==> src/rtl/lb_arbiter_pkg.sv <==
// Shared types and defaults for the two-master local-bus arbiter.
package lb_arbiter_pkg;

    typedef enum logic [1:0] {
        ST_IDLE    = 2'd0,
        ST_OWN     = 2'd1,
        ST_RD_WAIT = 2'd2
    } state_e;

    localparam int unsigned TIMEOUT_CYC_DEF = 255;
    localparam logic [31:0] ERR_DATA_DEF    = 32'hDEADBEEF;
    localparam int unsigned NUM_M           = 2;
    localparam int unsigned TMR_W           = 16;

endpackage

==> src/rtl/lb_arbiter_timer.sv <==
// Read-wait watchdog: counts cycles while started, asserts expire on the
// TIMEOUT_CYC-th counted cycle.
module lb_arbiter_timer
    import lb_arbiter_pkg::*;
#(
    parameter int unsigned TIMEOUT_CYC = TIMEOUT_CYC_DEF
) (
    input  logic clk_lb,
    input  logic reset,
    input  logic start,
    input  logic clear,
    output logic expire
);

    logic [TMR_W-1:0] cnt_q, cnt_d;

    always_comb begin
        cnt_d = cnt_q;
        if (clear)      cnt_d = '0;
        else if (start) cnt_d = cnt_q + 1'b1;
    end

    // First counted cycle sees cnt_q == 0, so the limit compares against N-1.
    assign expire = start && (cnt_q == TMR_W'(TIMEOUT_CYC - 1));

    always_ff @(posedge clk_lb or posedge reset) begin
        if (reset) cnt_q <= '0;
        else       cnt_q <= cnt_d;
    end

endmodule

==> src/rtl/lb_arbiter.sv <==
// Two-master round-robin local-bus arbiter with registered command forwarding.
// Optional read timeout enabled by defining LB_ARBITER_TIMEOUT_EN.
module lb_arbiter
    import lb_arbiter_pkg::*;
#(
    parameter int unsigned TIMEOUT_CYC = TIMEOUT_CYC_DEF,
    parameter logic [31:0] ERR_DATA    = ERR_DATA_DEF
) (
    input  logic        reset,
    input  logic        clk_lb,
    input  logic        m0_req,
    input  logic        m0_wr,
    input  logic        m0_rd,
    input  logic [31:0] m0_addr,
    input  logic [31:0] m0_wr_d,
    output logic        m0_gnt,
    output logic [31:0] m0_rd_d,
    output logic        m0_rd_rdy,
    input  logic        m1_req,
    input  logic        m1_wr,
    input  logic        m1_rd,
    input  logic [31:0] m1_addr,
    input  logic [31:0] m1_wr_d,
    output logic        m1_gnt,
    output logic [31:0] m1_rd_d,
    output logic        m1_rd_rdy,
    output logic        lb_wr,
    output logic        lb_rd,
    output logic [31:0] lb_addr,
    output logic [31:0] lb_wr_d,
    input  logic [31:0] lb_rd_d,
    input  logic        lb_rd_rdy
);

    logic [NUM_M-1:0]       m_req, m_wr, m_rd;
    logic [NUM_M-1:0][31:0] m_addr, m_wdat;

    assign m_req  = {m1_req, m0_req};
    assign m_wr   = {m1_wr, m0_wr};
    assign m_rd   = {m1_rd, m0_rd};
    assign m_addr = {m1_addr, m0_addr};
    assign m_wdat = {m1_wr_d, m0_wr_d};

    state_e                 state_q, state_d;
    logic                   owner_q, owner_d;
    logic                   last_q, last_d;
    logic [NUM_M-1:0]       gnt_q, gnt_d;
    logic                   cmd_wr_q, cmd_wr_d, cmd_rd_q, cmd_rd_d;
    logic [31:0]            cmd_addr_q, cmd_addr_d, cmd_wdat_q, cmd_wdat_d;
    logic [NUM_M-1:0]       rd_rdy_q, rd_rdy_d;
    logic [NUM_M-1:0][31:0] rd_d_q, rd_d_d;
    logic                   tmo_expire;
    logic                   rd_done;
    logic [31:0]            rd_data;

`ifdef LB_ARBITER_TIMEOUT_EN
    lb_arbiter_timer #(.TIMEOUT_CYC(TIMEOUT_CYC)) u_timer (
        .clk_lb (clk_lb),
        .reset  (reset),
        .start  (state_q == ST_RD_WAIT),
        .clear  (state_q != ST_RD_WAIT),
        .expire (tmo_expire)
    );
`else
    logic [15:0] cfg_unused;
    assign cfg_unused = 16'(TIMEOUT_CYC);
    assign tmo_expire = 1'b0;
`endif

    // A real response in the expiry cycle takes precedence over ERR_DATA.
    assign rd_done = lb_rd_rdy || tmo_expire;
    assign rd_data = lb_rd_rdy ? lb_rd_d : ERR_DATA;

    always_comb begin
        state_d    = state_q;
        owner_d    = owner_q;
        last_d     = last_q;
        gnt_d      = gnt_q;
        cmd_wr_d   = 1'b0;
        cmd_rd_d   = 1'b0;
        cmd_addr_d = cmd_addr_q;
        cmd_wdat_d = cmd_wdat_q;
        rd_rdy_d   = '0;
        rd_d_d     = rd_d_q;
        case (state_q)
            ST_IDLE: begin
                if (|m_req) begin
                    owner_d        = (m_req == 2'b11) ? ~last_q : m_req[1];
                    last_d         = owner_d;
                    gnt_d          = '0;
                    gnt_d[owner_d] = 1'b1;
                    state_d        = ST_OWN;
                end
            end
            ST_OWN: begin
                if (!m_req[owner_q]) begin
                    gnt_d   = '0;
                    state_d = ST_IDLE;
                end else if (m_wr[owner_q] || m_rd[owner_q]) begin
                    cmd_wr_d   = m_wr[owner_q];
                    cmd_rd_d   = m_rd[owner_q];
                    cmd_addr_d = m_addr[owner_q];
                    if (m_wr[owner_q]) cmd_wdat_d = m_wdat[owner_q];
                    if (m_rd[owner_q]) state_d = ST_RD_WAIT;
                end
            end
            ST_RD_WAIT: begin
                if (rd_done) begin
                    rd_rdy_d[owner_q] = 1'b1;
                    rd_d_d[owner_q]   = rd_data;
                    state_d           = ST_OWN;
                end
            end
            default: state_d = ST_IDLE;
        endcase
    end

    always_ff @(posedge clk_lb or posedge reset) begin
        if (reset) begin
            state_q    <= ST_IDLE;
            owner_q    <= 1'b0;
            last_q     <= 1'b1;
            gnt_q      <= '0;
            cmd_wr_q   <= 1'b0;
            cmd_rd_q   <= 1'b0;
            cmd_addr_q <= '0;
            cmd_wdat_q <= '0;
            rd_rdy_q   <= '0;
            rd_d_q     <= '0;
        end else begin
            state_q    <= state_d;
            owner_q    <= owner_d;
            last_q     <= last_d;
            gnt_q      <= gnt_d;
            cmd_wr_q   <= cmd_wr_d;
            cmd_rd_q   <= cmd_rd_d;
            cmd_addr_q <= cmd_addr_d;
            cmd_wdat_q <= cmd_wdat_d;
            rd_rdy_q   <= rd_rdy_d;
            rd_d_q     <= rd_d_d;
        end
    end

    assign m0_gnt    = gnt_q[0];
    assign m1_gnt    = gnt_q[1];
    assign m0_rd_rdy = rd_rdy_q[0];
    assign m1_rd_rdy = rd_rdy_q[1];
    assign m0_rd_d   = rd_d_q[0];
    assign m1_rd_d   = rd_d_q[1];
    assign lb_wr     = cmd_wr_q;
    assign lb_rd     = cmd_rd_q;
    assign lb_addr   = cmd_addr_q;
    assign lb_wr_d   = cmd_wdat_q;

endmodule
==> config.mk <==
export PLATFORM = sky130hd
export DESIGN_NAME = lb_arbiter
export DESIGN_NICKNAME = d
export VERILOG_FILES = /design/src/rtl/lb_arbiter_pkg.sv /design/src/rtl/lb_arbiter_timer.sv /design/src/rtl/lb_arbiter.sv
export SDC_FILE = /design/constraint.sdc
export NUM_CORES = 1
export LEC_CHECK = 0
export ABC_AREA = 1
export CAP_MARGIN = 30
export CELL_PAD_IN_SITES_DETAIL_PLACEMENT = 0
export CELL_PAD_IN_SITES_GLOBAL_PLACEMENT = 1
export CORE_ASPECT_RATIO = 0.8
export CORE_MARGIN = 1
export CORE_UTILIZATION = 30
export CTS_CLUSTER_SIZE = 8
export DETAILED_ROUTE_END_ITERATION = 8
export PLACE_DENSITY = 0.91
export SYNTH_ARGS = -nofsm -noshare
export SYNTH_HDL_FRONTEND = slang
export SYNTH_SLANG_ARGS = --single-unit
==> constraint.sdc <==
create_clock -name clk_lb -period 10.36 [get_ports clk_lb]
set_clock_uncertainty 0.15 [all_clocks]
set_input_delay 1.036 -clock clk_lb [delete_from_list [all_inputs] [get_ports clk_lb]]
set_output_delay 1.036 -clock clk_lb [all_outputs]
set_load 0.05 [all_outputs]
==> results.py <==
metrics = {
    "flow_run": {
        "drv_cap": 0,
    },
    "synth": {
        "ys_types": 21,
        "ys_seq_elements": 138,
        "syn_area_per_cell_um2": 8.423,
        "syn_area_um2": 5963,
        "synthCells": 708,
        "synth_warnings": 0,
        "ys_seq_area_frac": 0.5793,
        "syn_nets": 877,
    },
    "setup_path": {
        "critPathTopFamily": "buffers and inverters",
        "crit_start": "owner_q",
        "crit_fanout": 98,
        "path_cells": "buf_4 > inv_2 > buf_4 > nand2_1 > nand2_2 > nand3_4 > buf_4 > nand2_1 > buf_16 > nand2_1 > nand2_1",
        "reg2reg_from": "owner_q",
        "cp-end-kind": "register",
        "cp_num_buf_inv": 5,
        "cpMaxStageDelayCell": "buf_4",
        "critPathKind": "reg2reg",
        "r2r_cells": 11,
        "r2r-end": "lb_addr[24]",
        "ff2ff_setup_slack_ns": 6.85,
        "max_stage_delay_ns": 0.65,
        "cp-start-kind": "register",
        "cp.depth": 11,
        "crit_top_cell": "nand2_1",
        "arrival_ns": 3.66,
        "cp.required_ns": 10.51,
        "endpoint": "lb_addr[24]",
    },
    "sta": {
        "fin_crit_sh": 0.3384,
        "grt_setup_unrepaired": "false",
        "max_slew_margin": 0.3968,
        "finalSetupViolations": 0,
        "fin_crit_ns": 3.506,
        "tightest_slew_ns": 0.9048,
        "fmax_ghz": 0.2852,
        "tns_ns": 0,
        "setup_ws_ns": 6.854,
        "hold_viol_final": 0,
        "drv_slew": 0,
    },
    "floorplan": {
        "coreArea_um2": 19200,
        "io_pins": 303,
        "die_h_um": 128.1,
        "die_x_um": 159.6,
        "rows": 45,
        "initial_utilization": 0.3106,
        "dieArea_um2": 20450,
    },
    "worst_hold_path": {
        "hp-class": "reg2reg",
    },
    "power_and_ir_drop": {
        "internal_power_mw": 1.745,
        "irDropWorstVdd_v": 0.0001545,
        "switchingPower_mw": 1.667,
        "static-leakage-power_nw": 4.572,
        "p_sw_frac": 0.4885,
        "clkPwrFrac": 0.173,
        "pwr-share-comb": 0.561,
        "pwr-share-seq": 0.266,
        "power_density_nw_per_um2": 348.9,
    },
    "final_layout": {
        "drive_gt1_frac": 0.07753,
        "num_antenna_cells": 0,
        "multi_input_area_um2": 2155,
        "fin_util": 0.5093,
        "final_common_cell": "clkdlybuf4s50_1",
        "regArea_um2": 3456,
        "fillers": 1845,
        "fin_nets": 1162,
        "final_cell_mix": "302 x clkdlybuf4s50_1, 271 x nand2_1, 136 x dfrtp_1, 130 x o21ai_0, 37 x inv_1",
        "synthToLayoutAreaGrowth_pct": 63.97,
    },
    "clocking": {
        "post_cts_buffers": 0,
        "cts_buffer_depth": 2,
        "clockRootBuffer": "clkbuf_16",
        "insertion_delay_ns": 0.42,
        "cts_tree": "yes",
        "cts_buffers": 17,
        "cts.sinks": 138,
        "cts_resized": 0,
        "cts.reportedPaths.clkPinSlew_ns": 0.06,
        "postCtsHoldBufs": 0,
        "cts-htree-levels": 4,
    },
    "place": {
        "routabilityCongestion": 0.8487,
        "io_buffers": 302,
        "dp_hpwl_um": 12930,
        "dp_slack_ns": 6.689,
    },
    "drt": {
        "wire_per_inst_um": 14.54,
        "drtIter0Drc": 319,
        "wl_um": 18380,
        "vias": 5621,
        "first_pass_iters": 4,
        "antenna_left": 0,
        "drc": 0,
        "routed_via_density": 4.447,
    },
    "global_routing": {
        "antenna_found_initial": 0,
        "grt.overflow.total": 0,
        "grt_usage": 0.1849,
        "grt_pass1_wl_um": 29280,
        "first_global_vias": 5426,
        "grt_max_degree": 99,
    },
    "run_status": {
        "outcome": "complete, no violations",
    },
}
[routing by layer]
metal,global-route usage,part of all wire,vias to the layer above,wire length (um)
met5,0,0,-,0
met4,0.05656,0.011,0,200
met3,0.06697,0.090,17,1662
met2,0.2990,0.46,230,8510
met1,0.2311,0.44,2559,8003
li1,-,-,2815,-
[how the worst min path moves through the flow]
stage,start,to,slack (ns),depth (start not counted)
2_1_floorplan,last_q,last_q,0.31,2
3_3_place_gp,gnt_q[1],gnt_q[1],0.31,2
3_5_place_dp,lb_wr_d[23],lb_wr_d[23],0.32,2
4_1_cts,lb_wr_d[23],lb_wr_d[23],0.34,2
5_1_grt,m1_rd_d[10],m1_rd_d[10],0.35,2
6_report,lb_wr_d[23],lb_wr_d[23],0.33,2
[worst reg2reg max path, cell delays in order, from the launching register on]
cell     delay, ns
dfrtp_2       0.34
buf_4         0.52
inv_2         0.10
buf_4         0.33
nand2_1       0.18
nand2_2       0.10
nand3_4       0.06
buf_4         0.65
nand2_1       0.54
buf_16        0.30
nand2_1       0.09
nand2_1       0.05
[synth_stat cells, drive strengths merged]
master,instances,share of area
nand2,272,0.17
clkbuf,18,0.011
inv,42,0.026
nor3,1,0.00084
nor2,6,0.0042
nand3,38,0.035
dfrtp,137,0.57
nand4,2,0.0021
or2,32,0.034
a21oi,4,0.0034
buf,25,0.023
o21ai,130,0.11
dfstp,1,0.0044
[power by group through the flow]
stage          sequential, mW  combinational [mW]  clock, mW
6_report                0.908                1.91      0.589
2_1_floorplan            1.70               0.464          0
3_5_place_dp            0.910                1.93          0
5_1_grt                 0.939                2.05      0.628
3_3_place_gp            0.908                1.90          0
4_1_cts                 0.909                1.94      0.605
[cell type report]
class                      count  area share
sequential                   138      0.3534
timing repair buffer         309      0.3179
multi-input combinational    485      0.2203
clock buffer                  19     0.04530
tap                          258     0.03301
inverter                      42     0.01663
clock inverter                13     0.01344
[sequential cells by signal (all words and copies together), names as in the netlist]
| name | flops |
|---|---|
| owner_q | 1 |
| m1_rd_d | 32 |
| gnt_q | 2 |
| lb_wr_d | 32 |
| lb_addr | 32 |
| last_q | 1 |
| lb_wr | 1 |
| lb_rd | 1 |
| m0_rd_d | 32 |
| state_q | 2 |
| rd_rdy_q | 2 |
[cell families after synthesis]
| family | share of synthesized area |
|---|---|
| compound gates | 0.1125 |
| buf+inv | 0.06106 |
| flops | 0.5793 |
| simple gates | 0.2472 |
[metrics by stage]
stage	hold WS, ns	instance area, um^2	total power, mW	std cells
CTS	0.3366	9778	3.449	1264
detailed placement	0.3220	9204	2.844	1232
finish	0.3315	9778	3.412	1264
global placement	0.3113	9156	2.812	1230
floorplan	0.3127	5963	2.159	708
global route	0.3510	9778	3.616	1264
(Power assumes the default switching activity.)
